$ cat src/rtl/matrix_mac_engine_if.sv
// Command/result bundle between the coprocessor decoder and matrix_mac_engine.
interface matrix_mac_engine_if #(
  parameter int unsigned DIM = 2
);
  logic                    start;
  logic                    accumulate;
  logic [DIM*DIM*32-1:0]   matrix_a;
  logic [DIM*DIM*32-1:0]   matrix_b;
  logic                    busy;
  logic                    done;
  logic [DIM*DIM*32-1:0]   result;

  modport master (
    output start, accumulate, matrix_a, matrix_b,
    input  busy, done, result
  );

  modport slave (
    input  start, accumulate, matrix_a, matrix_b,
    output busy, done, result
  );
endinterface

$ cat src/rtl/matrix_mac_engine.sv
// DIM x DIM single-precision C = A*B / C += A*B engine time-sharing one FP multiplier (unit 0)
// and one FP adder (unit 1), both stb/ack units modelled in-module, under a sequencing FSM.
module matrix_mac_engine #(
  parameter int unsigned DIM = 2
) (
  input logic                clock,
  input logic                reset,
  matrix_mac_engine_if.slave bus_io
);
  localparam int unsigned W      = DIM * DIM * 32;
  localparam int unsigned MulLat = 3;
  localparam int unsigned AddLat = 4;
  localparam logic [1:0]  Last   = 2'(DIM - 1);

  typedef enum logic [2:0] {
    StIdle, StMulIssue, StMulWait, StAddIssue, StAddWait, StWrite, StDone
  } state_e;

  // Round-to-nearest-even; denormal inputs and results flush to signed zero.
  function automatic logic [31:0] fp_mul(input logic [31:0] a, input logic [31:0] b);
    logic        s;
    logic [47:0] p;
    logic [22:0] m;
    logic        g, st;
    logic [24:0] r;
    int          e;
    s = a[31] ^ b[31];
    if ((a[30:23] == 8'hFF && a[22:0] != '0) || (b[30:23] == 8'hFF && b[22:0] != '0))
      return 32'h7FC0_0000;
    if (a[30:23] == 8'hFF || b[30:23] == 8'hFF)
      return (a[30:0] == '0 || b[30:0] == '0) ? 32'h7FC0_0000 : {s, 8'hFF, 23'h0};
    if (a[30:23] == 8'h00 || b[30:23] == 8'h00) return {s, 31'h0};
    p = 48'({1'b1, a[22:0]}) * 48'({1'b1, b[22:0]});
    e = int'(a[30:23]) + int'(b[30:23]) - 127;
    if (p[47]) begin
      m = p[46:24]; g = p[23]; st = |p[22:0]; e = e + 1;
    end else begin
      m = p[45:23]; g = p[22]; st = |p[21:0];
    end
    r = {2'b01, m} + {24'd0, g & (st | m[0])};
    if (r[24]) e = e + 1;
    if (e >= 255) return {s, 8'hFF, 23'h0};
    if (e <= 0) return {s, 31'h0};
    return {s, e[7:0], r[24] ? r[23:1] : r[22:0]};
  endfunction

  function automatic logic [31:0] fp_add(input logic [31:0] x_in, input logic [31:0] y_in);
    logic [31:0] a, b;
    logic [27:0] m, n;
    logic [24:0] r;
    logic        lost;
    int          e, d;
    if ((x_in[30:23] == 8'hFF && x_in[22:0] != '0) || (y_in[30:23] == 8'hFF && y_in[22:0] != '0))
      return 32'h7FC0_0000;
    if (x_in[30:23] == 8'hFF)
      return (y_in[30:23] == 8'hFF && x_in[31] != y_in[31]) ? 32'h7FC0_0000 : x_in;
    if (y_in[30:23] == 8'hFF) return y_in;
    if (x_in[30:23] == 8'h00) return (y_in[30:23] == 8'h00) ? {x_in[31] & y_in[31], 31'h0} : y_in;
    if (y_in[30:23] == 8'h00) return x_in;
    if (x_in[30:0] >= y_in[30:0]) begin
      a = x_in; b = y_in;
    end else begin
      a = y_in; b = x_in;
    end
    e = int'(a[30:23]);
    d = e - int'(b[30:23]);
    m = {2'b01, a[22:0], 3'b000};
    n = {2'b01, b[22:0], 3'b000};
    // Bits shifted out of the smaller operand collapse into the sticky bit.
    if (d > 26) begin
      n = 28'd1;
    end else begin
      lost = (n & ((28'd1 << d) - 28'd1)) != '0;
      n = (n >> d) | {27'd0, lost};
    end
    m = (a[31] == b[31]) ? m + n : m - n;
    if (m == '0) return 32'h0;
    if (m[27]) begin
      m = {1'b0, m[27:2], m[1] | m[0]};
      e = e + 1;
    end
    for (int s = 0; s < 26; s++) begin
      if (!m[26]) begin
        m = m << 1;
        e = e - 1;
      end
    end
    r = {1'b0, m[26:3]} + {24'd0, m[2] & (m[3] | m[1] | m[0])};
    if (r[24]) e = e + 1;
    if (e >= 255) return {a[31], 8'hFF, 23'h0};
    if (e <= 0) return {a[31], 31'h0};
    return {a[31], e[7:0], r[24] ? r[23:1] : r[22:0]};
  endfunction

  // FP unit handshake signals, index 0 = multiplier, 1 = adder.
  logic [1:0]       fp_a_stb, fp_b_stb, fp_a_ack, fp_b_ack, fp_z_stb, fp_z_ack;
  logic [1:0][31:0] fp_a, fp_b, fp_z, fp_res;
  logic [1:0]       have_a_q, have_b_q, z_stb_q, unit_run;
  logic [1:0][31:0] op_a_q, op_b_q, z_q;
  logic [1:0][2:0]  cnt_q;

  always_comb begin
    fp_res[0] = fp_mul(op_a_q[0], op_b_q[0]);
    fp_res[1] = fp_add(op_a_q[1], op_b_q[1]);
    for (int u = 0; u < 2; u++) begin
      unit_run[u] = (cnt_q[u] != 3'd0) | z_stb_q[u];
      fp_a_ack[u] = fp_a_stb[u] & ~have_a_q[u] & ~unit_run[u];
      fp_b_ack[u] = fp_b_stb[u] & ~have_b_q[u] & ~unit_run[u];
    end
  end

  assign fp_z_stb = z_stb_q;
  assign fp_z     = z_q;

  always_ff @(posedge clock) begin
    if (reset) begin
      have_a_q <= '0;
      have_b_q <= '0;
      z_stb_q  <= '0;
      cnt_q    <= '0;
      op_a_q   <= '0;
      op_b_q   <= '0;
      z_q      <= '0;
    end else begin
      for (int u = 0; u < 2; u++) begin
        if (fp_a_ack[u]) begin
          have_a_q[u] <= 1'b1;
          op_a_q[u]   <= fp_a[u];
        end
        if (fp_b_ack[u]) begin
          have_b_q[u] <= 1'b1;
          op_b_q[u]   <= fp_b[u];
        end
        if (have_a_q[u] && have_b_q[u] && !unit_run[u]) begin
          have_a_q[u] <= 1'b0;
          have_b_q[u] <= 1'b0;
          cnt_q[u]    <= (u == 0) ? 3'(MulLat) : 3'(AddLat);
        end else if (cnt_q[u] == 3'd1) begin
          cnt_q[u]   <= 3'd0;
          z_q[u]     <= fp_res[u];
          z_stb_q[u] <= 1'b1;
        end else if (cnt_q[u] != 3'd0) begin
          cnt_q[u] <= cnt_q[u] - 3'd1;
        end
        if (z_stb_q[u] && fp_z_ack[u]) z_stb_q[u] <= 1'b0;
      end
    end
  end

  state_e         state_q, state_d;
  logic [1:0]     i_q, i_d, j_q, j_d, k_q, k_d;
  logic [W-1:0]   a_q, a_d, b_q, b_d, result_q, result_d;
  logic           mode_q, mode_d, a_got_q, a_got_d, b_got_q, b_got_d;
  logic [31:0]    acc_q, acc_d, prod_q, prod_d;
  int unsigned    eik, ekj, eij;

  assign fp_a_stb = {state_q == StAddIssue && !a_got_q, state_q == StMulIssue && !a_got_q};
  assign fp_b_stb = {state_q == StAddIssue && !b_got_q, state_q == StMulIssue && !b_got_q};

  always_comb begin
    eik     = 32'(i_q) * DIM + 32'(k_q);
    ekj     = 32'(k_q) * DIM + 32'(j_q);
    eij     = 32'(i_q) * DIM + 32'(j_q);
    fp_a[0] = a_q[eik*32 +: 32];
    fp_b[0] = b_q[ekj*32 +: 32];
    // Accumulate mode seeds the sum with the previous C element on the first add.
    fp_a[1] = (mode_q && k_q == 2'd0) ? result_q[eij*32 +: 32] : acc_q;
    fp_b[1] = prod_q;
  end

  always_comb begin
    state_d  = state_q;
    i_d      = i_q;
    j_d      = j_q;
    k_d      = k_q;
    a_d      = a_q;
    b_d      = b_q;
    mode_d   = mode_q;
    acc_d    = acc_q;
    prod_d   = prod_q;
    result_d = result_q;
    a_got_d  = a_got_q;
    b_got_d  = b_got_q;
    fp_z_ack = '0;
    case (state_q)
      StIdle: begin
        if (bus_io.start) begin
          a_d     = bus_io.matrix_a;
          b_d     = bus_io.matrix_b;
          mode_d  = bus_io.accumulate;
          i_d     = '0;
          j_d     = '0;
          k_d     = '0;
          state_d = StMulIssue;
        end
      end
      StMulIssue, StAddIssue: begin
        a_got_d = a_got_q | (state_q == StMulIssue ? fp_a_ack[0] : fp_a_ack[1]);
        b_got_d = b_got_q | (state_q == StMulIssue ? fp_b_ack[0] : fp_b_ack[1]);
        if (a_got_d && b_got_d) begin
          a_got_d = 1'b0;
          b_got_d = 1'b0;
          state_d = (state_q == StMulIssue) ? StMulWait : StAddWait;
        end
      end
      StMulWait: begin
        if (fp_z_stb[0]) begin
          fp_z_ack[0] = 1'b1;
          if (!mode_q && k_q == 2'd0) begin
            acc_d = fp_z[0];
            if (k_q == Last) begin
              state_d = StWrite;
            end else begin
              k_d     = k_q + 2'd1;
              state_d = StMulIssue;
            end
          end else begin
            prod_d  = fp_z[0];
            state_d = StAddIssue;
          end
        end
      end
      StAddWait: begin
        if (fp_z_stb[1]) begin
          fp_z_ack[1] = 1'b1;
          acc_d       = fp_z[1];
          if (k_q == Last) begin
            state_d = StWrite;
          end else begin
            k_d     = k_q + 2'd1;
            state_d = StMulIssue;
          end
        end
      end
      StWrite: begin
        result_d[eij*32 +: 32] = acc_q;
        k_d     = '0;
        state_d = StMulIssue;
        if (j_q == Last) begin
          j_d = '0;
          if (i_q == Last) state_d = StDone;
          else             i_d = i_q + 2'd1;
        end else begin
          j_d = j_q + 2'd1;
        end
      end
      StDone:  state_d = StIdle;
      default: state_d = StIdle;
    endcase
  end

  always_ff @(posedge clock) begin
    if (reset) begin
      state_q  <= StIdle;
      i_q      <= '0;
      j_q      <= '0;
      k_q      <= '0;
      a_q      <= '0;
      b_q      <= '0;
      mode_q   <= 1'b0;
      acc_q    <= '0;
      prod_q   <= '0;
      result_q <= '0;
      a_got_q  <= 1'b0;
      b_got_q  <= 1'b0;
    end else begin
      state_q  <= state_d;
      i_q      <= i_d;
      j_q      <= j_d;
      k_q      <= k_d;
      a_q      <= a_d;
      b_q      <= b_d;
      mode_q   <= mode_d;
      acc_q    <= acc_d;
      prod_q   <= prod_d;
      result_q <= result_d;
      a_got_q  <= a_got_d;
      b_got_q  <= b_got_d;
    end
  end

  assign bus_io.busy   = (state_q != StIdle) && (state_q != StDone);
  assign bus_io.done   = (state_q == StDone);
  assign bus_io.result = result_q;

endmodule

$ cat src/flat_wrapper.sv
// flat-port wrapper written by rule: the top's interface ports become plain ports
module matrix_mac_engine_flat 
#(
  parameter int unsigned DIM = 2
)
  (clock, reset, bus_io_start, bus_io_accumulate, bus_io_matrix_a, bus_io_matrix_b, bus_io_busy, bus_io_done, bus_io_result);
  matrix_mac_engine_if #(.DIM(DIM)) bus_io_i ();
  input logic clock;
  input logic reset;
  input wire logic [$bits(bus_io_i.start)-1:0] bus_io_start;
  input wire logic [$bits(bus_io_i.accumulate)-1:0] bus_io_accumulate;
  input wire logic [$bits(bus_io_i.matrix_a)-1:0] bus_io_matrix_a;
  input wire logic [$bits(bus_io_i.matrix_b)-1:0] bus_io_matrix_b;
  output wire logic [$bits(bus_io_i.busy)-1:0] bus_io_busy;
  output wire logic [$bits(bus_io_i.done)-1:0] bus_io_done;
  output wire logic [$bits(bus_io_i.result)-1:0] bus_io_result;
  assign bus_io_i.start = bus_io_start;
  assign bus_io_i.accumulate = bus_io_accumulate;
  assign bus_io_i.matrix_a = bus_io_matrix_a;
  assign bus_io_i.matrix_b = bus_io_matrix_b;
  assign bus_io_busy = bus_io_i.busy;
  assign bus_io_done = bus_io_i.done;
  assign bus_io_result = bus_io_i.result;
  matrix_mac_engine #(.DIM(DIM)) u_core (.clock(clock), .reset(reset), .bus_io(bus_io_i));
endmodule
$ cat config.mk
export PLATFORM = sky130hd
export DESIGN_NAME = matrix_mac_engine_flat
export DESIGN_NICKNAME = d
export VERILOG_FILES = /design/src/rtl/matrix_mac_engine_if.sv /design/src/rtl/matrix_mac_engine.sv /design/src/flat_wrapper.sv
export SDC_FILE = /design/constraint.sdc
export NUM_CORES = 2
export LEC_CHECK = 0
export CAP_MARGIN = 20
export CORE_MARGIN = 10
export CORE_UTILIZATION = 30
export DETAILED_ROUTE_END_ITERATION = 8
export PLACE_DENSITY = 0.46
export SLEW_MARGIN = 20
export SYNTH_ARGS = -nofsm -noshare
export SYNTH_HDL_FRONTEND = slang
export SYNTH_SLANG_ARGS = --single-unit
$ cat constraint.sdc
create_clock -name clock -period 38.9 [get_ports clock]
set_input_delay 7.78 -clock clock [delete_from_list [all_inputs] [get_ports clock]]
set_output_delay 7.78 -clock clock [all_outputs]
set_load 0.01 [all_outputs]
# After elaboration in Yosys (flattened, before gate mapping)
# Index checks and enable logic that the tools add are counted.
[op_classes]
add_sub_neg = 47
n_mul = 1
magnitude_cmp = 6
eq_ne = 25
shift = 7
mux = 553
bitwise_logic = 31
n_reduce_logical = 69
[ops]
columns = ["operator", "count"]
rows = [
  ["32-bit two-way mux", 255],
  ["27-bit two-way mux", 189],
  ["32-bit by 2-bit subtractor with 32-bit output (second input constant)", 26],
  ["128-bit by 33-bit indexed part select with 32-bit output", 3],
  ["28-bit two-way mux", 7],
  ["23-bit two-way mux", 6],
  ["128-bit bitwise mux", 1],
  ["32-bit by 34-bit variable shift with 128-bit output (first input constant)", 1],
  ["32-bit by 34-bit indexed part select with 128-bit output", 1],
  ["32-bit by 2-bit adder with 32-bit output (second input constant)", 3],
  ["23-bit nonzero test", 4],
  ["1-bit two-way mux", 67],
  ["32-bit by 9-bit greater-or-equal comparator with 1-bit output (second input constant)", 2],
  ["32-bit by 1-bit <= comparator with 1-bit output (second input constant)", 2],
  ["32-bit one-hot mux with 2 select lines", 1],
  ["31-bit logical NOT", 2],
  ["24-bit by 1-bit adder with 25-bit output", 2],
  ["24-bit by 24-bit multiplier with 48-bit output", 1],
  ["3-bit two-way mux", 12],
  ["32-bit negator with 34-bit output", 1],
  ["8-bit == test (second input constant)", 4],
  ["32-bit by 6-bit > comparator with 1-bit output (second input constant)", 1],
  ["8-bit logical NOT", 4],
  ["1-bit by 32-bit left shift with 28-bit output (first input constant)", 1],
  ["49 further kinds", 143],
]
[word_totals]
reg_bits = 664
input_bits = 260
out_inout_bits = 130
elab_cells = 767

# Logic depth before layout (Yosys ltp)
[depth]
word_depth = 285
depth_mapped = 146
mapped_depth_nobuf = 129

# Least setup slack after synthesis
# No wires, ideal clock.
[synth_timing]
path_kind = "reg-to-reg"
start = "register u_core.op_b_q[59] in the netlist's numbering"
end = "register u_core.z_q (netlist bit u_core.fp_z[37])"
setup_ns = 0.085
arrival_ns = 27.450
t_required_ns = 38.815
path_slack_ns = 11.365
stages_incl_launch_ff = 144
n_path_buf = 18
period_less_slack_ns = 27.535
cell_sequence = "dfxtp_1 > inv_1 > ha_1 > buf_4 > and2_2 > and4_1 > nand2_1 > o311a_2 > nand2_2 > buf_4 > buf_2 > buf_6 > buf_2 > buf_1 > clkbuf_1 > clkbuf_1 > a21oi_1 > ha_1 > (+108 left out) > o211ai_1 > nand2_1 > or3b_1 > a21boi_0 > o211ai_1 > nor4b_2 > nand3_1 > nor2_1 > nand2_1 > or4_1 > a211o_1 > a221o_1 > or4_1 > a32oi_2 > nand2_2 > or3b_4 > buf_6 > o31ai_2"
[synth_via]
elab_chain_cells = 261
word_cells_on_any_way = 511
classes_between = "add/sub (33); order compare (4); eq/ne (2); shift (2); mux (458); bitwise (6); reduce/logical (6)"
[synth_rtl]
columns = ["element", "line_no", "text"]
rows = [
  ["from (decl)", "matrix_mac_engine.sv:99", "logic [1:0][31:0] op_a_q, op_b_q, z_q;"],
  ["from (signal, indexed assignment)", "matrix_mac_engine.sv:132", "op_b_q[u] <= fp_b[u];"],
  ["31-bit greater-or-equal comparator", "matrix_mac_engine.sv:60", "if (x_in[30:0] >= y_in[30:0]) begin"],
  ["32-bit two-way mux (2 in series)", "matrix_mac_engine.sv:60", ""],
  ["32-bit two-way mux", "matrix_mac_engine.sv:59", "if (y_in[30:23] == 8'h00) return x_in;"],
  ["32-bit two-way mux", "matrix_mac_engine.sv:58", "if (x_in[30:23] == 8'h00) return (y_in[30:23] == 8'h00) ? {x_in[31] & y_in[31], 31'h0} : y_in;"],
  ["32-bit two-way mux", "matrix_mac_engine.sv:57", "if (y_in[30:23] == 8'hFF) return y_in;"],
  ["32-bit two-way mux", "matrix_mac_engine.sv:55", "if (x_in[30:23] == 8'hFF)"],
  ["8-bit by 8-bit subtractor with 9-bit output", "matrix_mac_engine.sv:66", "d = e - int'(b[30:23]);"],
  ["1-bit by 32-bit left shift with 28-bit output", "matrix_mac_engine.sv:73", "lost = (n & ((28'd1 << d) - 28'd1)) != '0;"],
  ["(+244 left out)", "-", ""],
  ["32-bit two-way mux", "matrix_mac_engine.sv:92", "return {a[31], e[7:0], r[24] ? r[23:1] : r[22:0]};"],
  ["32-bit two-way mux", "matrix_mac_engine.sv:91", "if (e <= 0) return {a[31], 31'h0};"],
  ["32-bit two-way mux", "matrix_mac_engine.sv:78", "if (m[27]) begin"],
  ["32-bit two-way mux", "matrix_mac_engine.sv:60", ""],
  ["32-bit two-way mux", "matrix_mac_engine.sv:59", ""],
  ["32-bit two-way mux", "matrix_mac_engine.sv:58", ""],
  ["32-bit two-way mux", "matrix_mac_engine.sv:57", ""],
  ["32-bit two-way mux (*)", "matrix_mac_engine.sv:55", ""],
  ["to (signal, indexed assignment)", "matrix_mac_engine.sv:140", "z_q[u] <= fp_res[u];"],
  ["to (decl)", "matrix_mac_engine.sv:99", ""],
]
# Every way passes the cells marked *; elsewhere a longest branch is shown, timed or not. The select of a mux whose other input is x is not followed.
# A chain may end at the register's enable or synchronous reset.

# Final worst setup path
[layout_timing]
start = "register u_core.op_b_q[46] in the netlist's numbering"
end = "register u_core.z_q (netlist bit u_core.fp_z[35])"
# The elaborated chain is that of the path after synthesis.

==> results summary <==
The run finished with clean final reports. The total of endpoints with negative setup slack in the final report came out at 0. The most numerous cell type found on the critical path is sky130_fd_sc_hd__ha_1.

Timing analysis after detailed placement gives a worst setup slack of 9260 ps. The clock net sink count came out at roughly 660. The per-cell via count in the routed design is between 5 and 6. The count of max-cap constraint violations came out at 0. The final routed wirelength across all metal layers came out at 300000 um.

The layout overhead on the synthesized area is 12.7%. The number of fill cells in the layout came out at 25900. The count of endpoints failing hold in the final timing report came out at 0.

STA classifies the critical path startpoint as a register. The number of antenna violations at the first check in global routing came out at 14. In the layout the commonest cells are 1634 x sky130_fd_sc_hd__nand2_1, 811 x sky130_fd_sc_hd__nor2_1, 808 x sky130_fd_sc_hd__a21oi_1. The area used by sequential logic in the layout came out at about 13000 um^2. After clock tree synthesis, the clock-pin slew on the worst setup and hold paths is 70 ps. The worst setup path is captured at a register.

Counting every net in the synthesized netlist gives between 10000 and 15000. The worst hold path begins at u_core.b_q[60]. The count of input and output buffers is 389. For the worst flop-to-flop path, the logic depth is 121. The synthesized area divided by synthesized cell count is 7.66 um^2. The number of buffers inserted during clock tree synthesis came out at 61. The die is 516 um tall. The number of enable flip-flop cells after synthesis is 0.

The time the final worst path needs with I/O delays and setup came out at approximately 30000 ps. The register bit total from synthesis is 664. The iteration count of the initial detailed-routing pass came out at 6. The kind of critical path is reg2reg.

The multi-input logic area is around 56000 um^2. The critical path data required time came out at 39450 ps. The post-detailed-route wirelength per cell is 23.2 um. The DRC violation count after routing is 0.

The path class of the tightest hold or removal check is reg2reg. Of the available clock period, the critical path in the final layout requires 0.774. The max-slew violation total from the final report was 0.

In this run the critical register-to-register path is captured at u_core.fp_z[35]. The horizontal die dimension came out at just over 500 um. The total standard cell area after synthesis is between 70000 and 80000 um^2. The initialized floorplan defines ~180 standard-cell rows. The post-cts resize count came out at 0. The maximum root-to-sink buffer count came out at 3.

The initial cell density of the core came out at 0.302. Buffers added to address setup during post-CTS repair amount to 0. The core box area is about 240000 um^2.

The final worst setup slack is between 8000 and 9000 ps. The worst hold path depth is 2. The number of buffers and inverters on the critical path is 4.

Setup repair after global routing left no endpoint under its margin. The maximum achievable frequency is 33.2 MHz. The total number of yosys warnings is 0. At the end of routability-driven placement, the weighted congestion stood at 0.943.

The synthesized instance count is 9616. The relative slew slack came out at 0.149. The count of vias placed by the detailed router came out at 71500. The level count of the clock H-tree came out at 2. The proportion of synthesized chip area in sequential cells is 0.180. Once detail routing completed, the nets flagged for antenna violations numbered 0. Adding up every negative setup slack in the final design gives 0 ps. The maximum number of pins on one net before global-route repair is about 110. The slowest stage of the critical path belongs to the cell sky130_fd_sc_hd__a2111oi_0. The cell class contributing the biggest share of worst-path delay is compound AO/OA/AOI/OAI gates. The die outline area came out at 266000 um^2. In this run the worst path has a maximum fanout of 84. At the pin with the least slew margin, the transition time is 1260 ps. The first global-routing pass estimated 453000 um of wire. After detailed placement, the total cell area comes to 80800 um^2. The leading cell type in the layout, fill and taps excluded is sky130_fd_sc_hd__nand2_1. The main flop type after synthesis is sky130_fd_sc_hd__dfxtp_1. The HPWL after detailed placement is 237000 um. The CTS tree is done.

The maximum single-stage delay on the critical path came out at 1020 ps. The via count of the first global-routing pass came out at roughly 69000. The total global-route track usage came out at 0.216. CTS placed an instance of sky130_fd_sc_hd__clkbuf_16 at the clock tree root.

The netlist uses between 150 and 200 different library cells. The proportion of layout cells with a drive suffix above 1 is 0.0731. The share of flip-flops with an asynchronous set or reset came out at 0. The final setup skew came out at about 43 ps.

The endpoint arrival time on the critical path is 30670 ps. With fillers left out, the area of the finished cells amounts to 83000 um^2. The worst min-delay path endpoint is u_core.b_q[60]. The total overflow left after global routing is 0. The number of hold buffers added after cts is 0. 390 I/O pins were placed.

The number of DRC markers after the initial detailed-route iteration is approximately 6000. The internal reg-to-reg setup slack is roughly 8800 ps. The final-stage net count is around 11000. The clock latency at the later pin of the worst-skew pair came out at 690 ps. The startpoint identified for the worst register-to-register timing path is u_core.op_b_q[46].
kinds of logic after synthesis:
| kind of cell | count (synthesis) | share of synthesized area |
|---|---|---|
| AND/OR/NAND/NOR | 3965 | 0.251 |
| AO/OA/AOI/OAI | 2167 | 0.195 |
| buffers and inverters | 1304 | 0.0679 |
| adder cells (fa/ha/maj) | 803 | 0.186 |
| flip-flops | 664 | 0.180 |
| XOR/XNOR | 396 | 0.0578 |
| multiplexers | 317 | 0.0615 |
routing by layer:
layer	part of all wire	track usage	vias to the layer above	wire length, um
li1	-	-	33500	-
met2	0.43	0.334	2353	131000
met1	0.48	0.318	35400	143000
met5	0.00037	0	-	112
met3	0.074	0.0415	235	22200
met4	0.014	0.0296	18	4210
per-stage QoR:
| step | instances | hold WS (ps) | utilization |
|---|---|---|---|
| 3_5_place_dp | 12800 | 444 | 0.331 |
| 4_1_cts | 12900 | 454 | 0.340 |
| 3_3_place_gp | 12800 | 440 | 0.331 |
| 6_report | 12900 | 452 | 0.340 |
| 2_1_floorplan | 9616 | 432 | - |
| 5_1_grt | 12900 | 466 | 0.340 |
cell type report:
type                       count  share of cell area
multi-input combinational   7648               0.669
sequential                   664               0.160
timing repair buffer         575              0.0640
tap                         3202              0.0483
inverter                     726              0.0328
clock buffer                  87              0.0212
clock inverter                27             0.00445
antenna                        4            0.000121
how the worst max path moves through the flow:
stage | depth (start not counted) | start | endpoint | slack (ps)
6_report | 121 | u_core.op_b_q[46] | u_core.fp_z[35] | 8780
5_1_grt | 120 | u_core.op_b_q[45] | u_core.fp_z[35] | 6760
4_1_cts | 121 | u_core.op_b_q[46] | u_core.fp_z[35] | 9130
3_5_place_dp | 121 | u_core.op_b_q[46] | u_core.fp_z[35] | 9260
3_3_place_gp | 120 | u_core.op_b_q[46] | u_core.fp_z[35] | 9330
2_1_floorplan | 143 | u_core.op_b_q[59] | u_core.fp_z[37] | 11360
cell usage after synthesis, types with 65 or more instances:
cell	instances	area, um^2
sky130_fd_sc_hd__nand2_1	1636	6140
sky130_fd_sc_hd__nor2_1	818	3070
sky130_fd_sc_hd__a21oi_1	811	4060
sky130_fd_sc_hd__inv_1	720	2700
sky130_fd_sc_hd__dfxtp_1	664	13300
sky130_fd_sc_hd__clkbuf_1	500	1880
sky130_fd_sc_hd__fa_1	484	9690
sky130_fd_sc_hd__ha_1	317	3970
sky130_fd_sc_hd__nand3_1	298	1490
sky130_fd_sc_hd__and2_1	293	1830
sky130_fd_sc_hd__o21ai_0	291	1460
sky130_fd_sc_hd__xnor2_1	236	2070
sky130_fd_sc_hd__nor3_1	222	1110
sky130_fd_sc_hd__mux2i_1	184	1840
sky130_fd_sc_hd__a211oi_1	140	1050
sky130_fd_sc_hd__a22oi_1	116	871
sky130_fd_sc_hd__nand4_1	114	713
sky130_fd_sc_hd__mux4_2	105	2360
sky130_fd_sc_hd__xor2_1	90	788
sky130_fd_sc_hd__and3_1	89	557
sky130_fd_sc_hd__nor4_1	86	538
sky130_fd_sc_hd__or3_1	76	475
sky130_fd_sc_hd__a31oi_1	75	469
sky130_fd_sc_hd__o211ai_1	65	488
sky130_fd_sc_hd__o21bai_1	65	488
state kept, by name (all words and copies together) (netlist names), 3 cells and up:
name	cells
u_core.a_q	128
u_core.fp_z	64
u_core.op_a_q	64
u_core.state_q	3
u_core.bus_io.result	128
u_core.prod_q	32
u_core.op_b_q	64
u_core.acc_q	32
u_core.b_q	128
u_core.cnt_q	6
worst min-delay path: stages, from the launching register on:
cell,delay (ps)
sky130_fd_sc_hd__dfxtp_1,310
sky130_fd_sc_hd__nand2_1,50
sky130_fd_sc_hd__a21oi_1,50
Power is not shown: default switching activity piles up to over one toggle a cycle in this logic, so the estimate is an artifact.
